==> config.mk <==
export PLATFORM = sky130hd
export DESIGN_NAME = freq_meter_flat
export DESIGN_NICKNAME = d
export VERILOG_FILES = /design/src/rtl/freq_meter_if.sv /design/src/rtl/freq_meter.sv /design/src/flat_wrapper.sv
export SDC_FILE = /design/constraint.sdc
export NUM_CORES = 1
export LEC_CHECK = 0
export ABC_AREA = 1
export CAP_MARGIN = 10
export CORE_MARGIN = 4
export CORE_UTILIZATION = 45
export CTS_CLUSTER_DIAMETER = 150
export DETAILED_ROUTE_END_ITERATION = 16
export DONT_BUFFER_PORTS = 1
export PLACE_DENSITY_LB_ADDON = 0.25
export SYNTH_ARGS = -nofsm -noshare
export SYNTH_HDL_FRONTEND = slang
export SYNTH_SLANG_ARGS = --single-unit
==> constraint.sdc <==
create_clock -name i_clk -period 2.1 [get_ports i_clk]
set_clock_uncertainty 0.15 [all_clocks]
set_input_delay 0.21 -clock i_clk [delete_from_list [all_inputs] [get_ports i_clk]]
set_output_delay 0.21 -clock i_clk [all_outputs]
set_load 0.05 [all_outputs]
==> src/rtl/freq_meter_if.sv <==
// Measurement bus of freq_meter: square-wave input plus the period result outputs.
interface freq_meter_if #(
    parameter int WIDTH = 32
);
    logic             i_sig;
    logic [WIDTH-1:0] o_period;
    logic             o_valid;
    logic             o_timeout;
    logic [3:0]       o_led;

    modport master (output i_sig, input o_period, o_valid, o_timeout, o_led);
    modport slave  (input i_sig, output o_period, o_valid, o_timeout, o_led);
endinterface

==> src/rtl/freq_meter.sv <==
// Period meter: counts i_clk cycles between synchronized rising edges of i_sig,
// abandoning a measurement once it exceeds TIMEOUT cycles.
module freq_meter #(
    parameter int     WIDTH     = 32,
    parameter int     CLOCK_HZ  = 50_000_000,
    parameter longint TIMEOUT   = CLOCK_HZ,
    parameter int     LED_SHIFT = 22
) (
    input  logic         i_clk,
    input  logic         i_reset,
    freq_meter_if.slave  io_bus
);
    localparam logic [WIDTH-1:0] LP_TIMEOUT = WIDTH'(TIMEOUT);
    localparam logic [WIDTH-1:0] LP_ONE     = WIDTH'(1);

    typedef enum logic {S_IDLE, S_MEASURE} state_t;

    state_t           r_state, w_state_nxt;
    logic             r_sync_p0, r_sync_p1, r_prev_p2;
    logic             w_rise;
    logic [WIDTH-1:0] r_cnt, w_cnt_nxt;
    logic [WIDTH-1:0] r_period, w_period_nxt;
    logic             r_valid, w_valid_nxt;
    logic             r_timeout, w_timeout_nxt;
    logic [3:0]       r_led;

    // Stage p0/p1: two-flop synchronizer; p2: previous sample for edge detect
    always_ff @(posedge i_clk) begin
        if (i_reset) begin
            r_sync_p0 <= 1'b0;
            r_sync_p1 <= 1'b0;
            r_prev_p2 <= 1'b0;
        end else begin
            r_sync_p0 <= io_bus.i_sig;
            r_sync_p1 <= r_sync_p0;
            r_prev_p2 <= r_sync_p1;
        end
    end

    assign w_rise = r_sync_p1 & ~r_prev_p2;

    always_ff @(posedge i_clk) begin
        if (i_reset) r_state <= S_IDLE;
        else         r_state <= w_state_nxt;
    end

    // A rise coinciding with counter == TIMEOUT is a valid measurement, not a timeout
    always_comb begin
        w_state_nxt   = r_state;
        w_cnt_nxt     = r_cnt;
        w_period_nxt  = r_period;
        w_valid_nxt   = 1'b0;
        w_timeout_nxt = 1'b0;
        case (r_state)
            S_IDLE: begin
                if (w_rise) begin
                    w_state_nxt = S_MEASURE;
                    w_cnt_nxt   = LP_ONE;
                end
            end
            S_MEASURE: begin
                if (w_rise) begin
                    w_period_nxt = r_cnt;
                    w_valid_nxt  = 1'b1;
                    w_cnt_nxt    = LP_ONE;
                end else if (r_cnt == LP_TIMEOUT) begin
                    w_state_nxt   = S_IDLE;
                    w_timeout_nxt = 1'b1;
                    w_cnt_nxt     = '0;
                end else begin
                    w_cnt_nxt = r_cnt + LP_ONE;
                end
            end
        endcase
    end

    always_ff @(posedge i_clk) begin
        if (i_reset) begin
            r_cnt     <= '0;
            r_period  <= '0;
            r_valid   <= 1'b0;
            r_timeout <= 1'b0;
            r_led     <= 4'h0;
        end else begin
            r_cnt     <= w_cnt_nxt;
            r_period  <= w_period_nxt;
            r_valid   <= w_valid_nxt;
            r_timeout <= w_timeout_nxt;
            r_led     <= r_period[LED_SHIFT +: 4];
        end
    end

    assign io_bus.o_period  = r_period;
    assign io_bus.o_valid   = r_valid;
    assign io_bus.o_timeout = r_timeout;
    assign io_bus.o_led     = r_led;
endmodule

==> src/flat_wrapper.sv <==
// flat-port wrapper written by rule: the top's interface ports become plain ports
module freq_meter_flat 
#(
    parameter int     WIDTH     = 32,
    parameter int     CLOCK_HZ  = 50_000_000,
    parameter longint TIMEOUT   = CLOCK_HZ,
    parameter int     LED_SHIFT = 22
)
  (i_clk, i_reset, io_bus_i_sig, io_bus_o_period, io_bus_o_valid, io_bus_o_timeout, io_bus_o_led);
  freq_meter_if #(.WIDTH(WIDTH)) io_bus_i ();
  input  logic i_clk;
  input  logic i_reset;
  input wire logic [$bits(io_bus_i.i_sig)-1:0] io_bus_i_sig;
  output wire logic [$bits(io_bus_i.o_period)-1:0] io_bus_o_period;
  output wire logic [$bits(io_bus_i.o_valid)-1:0] io_bus_o_valid;
  output wire logic [$bits(io_bus_i.o_timeout)-1:0] io_bus_o_timeout;
  output wire logic [$bits(io_bus_i.o_led)-1:0] io_bus_o_led;
  assign io_bus_i.i_sig = io_bus_i_sig;
  assign io_bus_o_period = io_bus_i.o_period;
  assign io_bus_o_valid = io_bus_i.o_valid;
  assign io_bus_o_timeout = io_bus_i.o_timeout;
  assign io_bus_o_led = io_bus_i.o_led;
  freq_meter #(.WIDTH(WIDTH), .CLOCK_HZ(CLOCK_HZ), .TIMEOUT(TIMEOUT), .LED_SHIFT(LED_SHIFT)) u_core (.i_clk(i_clk), .i_reset(i_reset), .io_bus(io_bus_i));
endmodule
==> impl_metrics.tcl <==
set metrics [dict create \
    crit_arrival_ps 1860 \
    seq_area_frac_synth 0.422 \
    grtUsageTotal 0.211 \
    rr_endpoint "u_core.r_cnt[16]" \
    cp_slowest_cell "dfxtp_1" \
    numCtsBuffers 9 \
    relSlewSlack 0.261 \
    rows 31 \
    cp-start-kind "register" \
    cts_root_buf "clkbuf_8" \
    intPower_uw 2060 \
    crit_path_cell_trace "buf_4 > ha_1 > nand2_2 > nor2_2 > nand2_1 > nor2_1 > or2_2 > nand3_1 > a21oi_1" \
    synth_area_per_cell_sq_um 6.68 \
    worstMarginPinSlew_ps 1110 \
    clock-sinks 74 \
    synth-main-ff-cell "dfxtp_1" \
    viasPerCell 5.04 \
    worst-setup-path-type "reg -> reg" \
    antennaDiodeCount 0 \
    drt-total-wl_um 9120 \
    min_to "u_core.io_bus.o_period[5]" \
    post-route-cell-area_sq_mm 0.00412 \
    ios 41 \
    grt_max_degree 32 \
    setup_viol 0 \
    p_per_area_mw_per_mm2 651 \
    synthXorXnorAreaFrac 0.0199 \
    p_leak_uw 0.00173 \
    swShare 0.231 \
    syn-cell-area_sq_mm 0.00351 \
    ys_seq_elements 74 \
    cts_tree "built" \
    outcome "finished clean" \
    cap_violations 0 \
    die_y_um 96.4 \
    r2r_setup_slack_ps 270 \
    drc 0 \
    grt_antenna_before_repair 0 \
    grt_pass1_wl_um 15100 \
    seqPwrFrac 0.539 \
    cp_max_fo 3 \
    yosysMostFrequentCell "nand2_1" \
    endpoint_kind "register" \
    drt_first_pass_iters 5 \
    required_ps 2140 \
    synth_cells 526 \
    gp_congestion 0.922 \
    drive_gt1_frac 0.148 \
    drv_slew 0 \
    rsz0062_at_grt "no" \
    r2r-start "u_core.r_cnt[0]" \
    ant_nets 0 \
    fin_ws_ps 274 \
    synthesis.nets 531 \
    clock.fmax_ghz 0.548 \
    synth_edf_count 0 \
    irDropWorstVdd_uv 315 \
    vias 3364 \
    place_hpwl_um 6380 \
    reg2regPathDepth 9 \
    start_util 0.474 \
    finalWorstPathRequiredPeriod_ps 1830 \
    grt_pass1_vias 3183 \
    synthArstFlopShare 0 \
    clk_latency_ps 350 \
    ys_warn_count 0 \
    synth_mux_area_frac 0 \
    worst_path_largest_cell_delay_ps 310 \
    synth_top_area_share 0.422 \
    hp-class "in -> reg" \
    nFillCells 701 \
    hold_path_depth 3 \
    yosysTopAreaCell "dfxtp_1" \
    die-area_sq_mm 0.00929 \
    yosys-top-cells-count "nand2_1 (143), nor2_1 (77), dfxtp_1 (74), inv_1 (54), a21oi_1 (47)" \
    dr.first_iter.drc_count 168 \
    hold_viol_final 0 \
    yosys-top-cells-area "dfxtp_1 (42%), nand2_1 (15%), nor2_1 (8.2%), a21oi_1 (6.7%), inv_1 (5.8%)" \
    p_sw_uw 619 \
    synth_cell_types 29 \
    area_growth_pct 17.3 \
    synthSimpleGateAreaFrac 0.327 \
    dpl_worst_slack_ps -258 \
    post-cts-setup-buffers 0 \
    holdCritStartpoint "i_reset" \
    ctsHtreeMaxLevel 3 \
    comb_power_share 0.042 \
    path_clk_slew_ps 70 \
    wl_per_cell_um 13.7 \
    synth_top_family_by_area "simple AND/OR/NAND/NOR gates" \
    grt-ovfl-total 0 \
    clockPowerShare 0.419 \
    coreArea_sq_mm 0.00741 \
    synth_compound_area_frac 0.132 \
    dpl-instance-area_sq_mm 0.00388 \
    finalNetCount 568 \
    fp.dieW_um 96.4 \
    port_buffers 0 \
    finalCritPeriodShare 0.870 \
    synthAdderAreaFrac 0.00712 \
    cts_buffer_depth 2 \
]
## worst max path at each step
| stage | cells after the start | slack [ps] | to | startpoint |
|---|---|---|---|---|
| floorplan | 8 | 560 | u_core.r_cnt[22] | u_core.r_cnt[1] |
| global placement | 9 | -190 | u_core.r_cnt[17] | u_core.r_cnt[0] |
| detailed placement | 9 | -260 | u_core.r_cnt[17] | u_core.r_cnt[0] |
| CTS | 9 | 130 | u_core.r_cnt[17] | u_core.r_cnt[0] |
| global route | 9 | 100 | u_core.r_cnt[14] | u_core.r_cnt[17] |
| finish | 9 | 270 | u_core.r_cnt[16] | u_core.r_cnt[0] |
## cells by family (layout without fill, tap and decap cells)
| logic type | after synthesis | after routing |
|---|---|---|
| DFF | 74 | 74 |
| and+or+nand+nor | 271 | 272 |
| AOI/OAI and AO/OA | 91 | 91 |
| adders and majority gates | 2 | 2 |
| buffers and inverters | 80 | 121 |
| xor gates and xnor gates | 8 | 8 |
## cell usage in the layout, fill, tap and decap left out, types with 4 or more instances in the layout
cell      netlist  final
xor2_1          5      5
buf_4           3     45
dfxtp_1        74     74
o22ai_1         4      4
o21ai_0        38     38
nor2_1         77     76
a21oi_1        47     47
clkbuf_8        0     11
nand2_1       143    143
or2_2           4      4
inv_1          54     54
nor2_2          9      9
nand3_1        22     22
nand4_1         4      4
nor2_4          3      5
nor3_1          5      5
## per-stage QoR
step / hold WS (ps) / instances / total power [uW] / utilization / setup TNS, ps
finish: 155 / 667 / 2680 / 0.556 / 0
global route: 191 / 667 / 2780 / 0.556 / 0
CTS: 164 / 666 / 2700 / 0.554 / 0
detailed placement: 134 / 648 / 1580 / 0.524 / -4080
global placement: 133 / 648 / 1570 / 0.524 / -3420
floorplan: 157 / 526 / 1550 / - / 0
## per-layer routing
layer | wire length [um] | part of all wire | global-route usage
met5 | 0 | 0 | 0
met4 | 235 | 0.026 | 0.0876
met3 | 574 | 0.063 | 0.0367
met1 | 4140 | 0.45 | 0.271
met2 | 4180 | 0.46 | 0.346
## final cells by class
| type | count | area (sq um) | area share |
|---|---|---|---|
| well taps | 99 | 124 | 0.0301 |
| multi-input cells | 373 | 1730 | 0.419 |
| inverters | 57 | 214 | 0.0519 |
| repair buffers | 48 | 378 | 0.0917 |
| clock buffers | 14 | 163 | 0.0395 |
| clock inverters | 2 | 35.0 | 0.00850 |
| flip-flops and latches | 74 | 1480 | 0.360 |
## worst max-delay path: cells and delay by family (launching register included)
kind,cells,cell delay [ps]
AO/OA/AOI/OAI,1,60
adder cells (fa/ha/maj),1,220
buffers and inverters,1,140
flip-flops,1,310
AND/OR/NAND/NOR,6,790
## power by group through the flow
stage          clock network (uW)  logic [uW]  registers [uW]
2_1_floorplan                   0        67.9            1480
3_3_place_gp                    0        96.3            1480
3_5_place_dp                    0        97.3            1480
4_1_cts                      1150         111            1450
5_1_grt                      1210         126            1450
6_report                     1120         112            1450
## what timing repair did
| item | in CTS | in global routing |
|---|---|---|
| resized for setup | 1 | 2 |
| gates cloned | 0 | 1 |
| hold buffers | 2 | 0 |
| endpoints found under the setup margin | 31 | 5 |
| pin swaps | 0 | 1 |
| hold endpoints to repair | 34 | 0 |
## registers in the layout, summed over array words and instances, names as in the netlist
register                 count
u_core.r_sync_p1             1
u_core.r_sync_p0             1
u_core.r_state               1
u_core.r_prev_p2             1
u_core.io_bus.o_period      32
u_core.r_cnt                32
u_core.io_bus.o_led          4
u_core.io_bus.o_timeout      1
u_core.io_bus.o_valid        1
No activity file was read; power rests on OpenSTA's default activity.
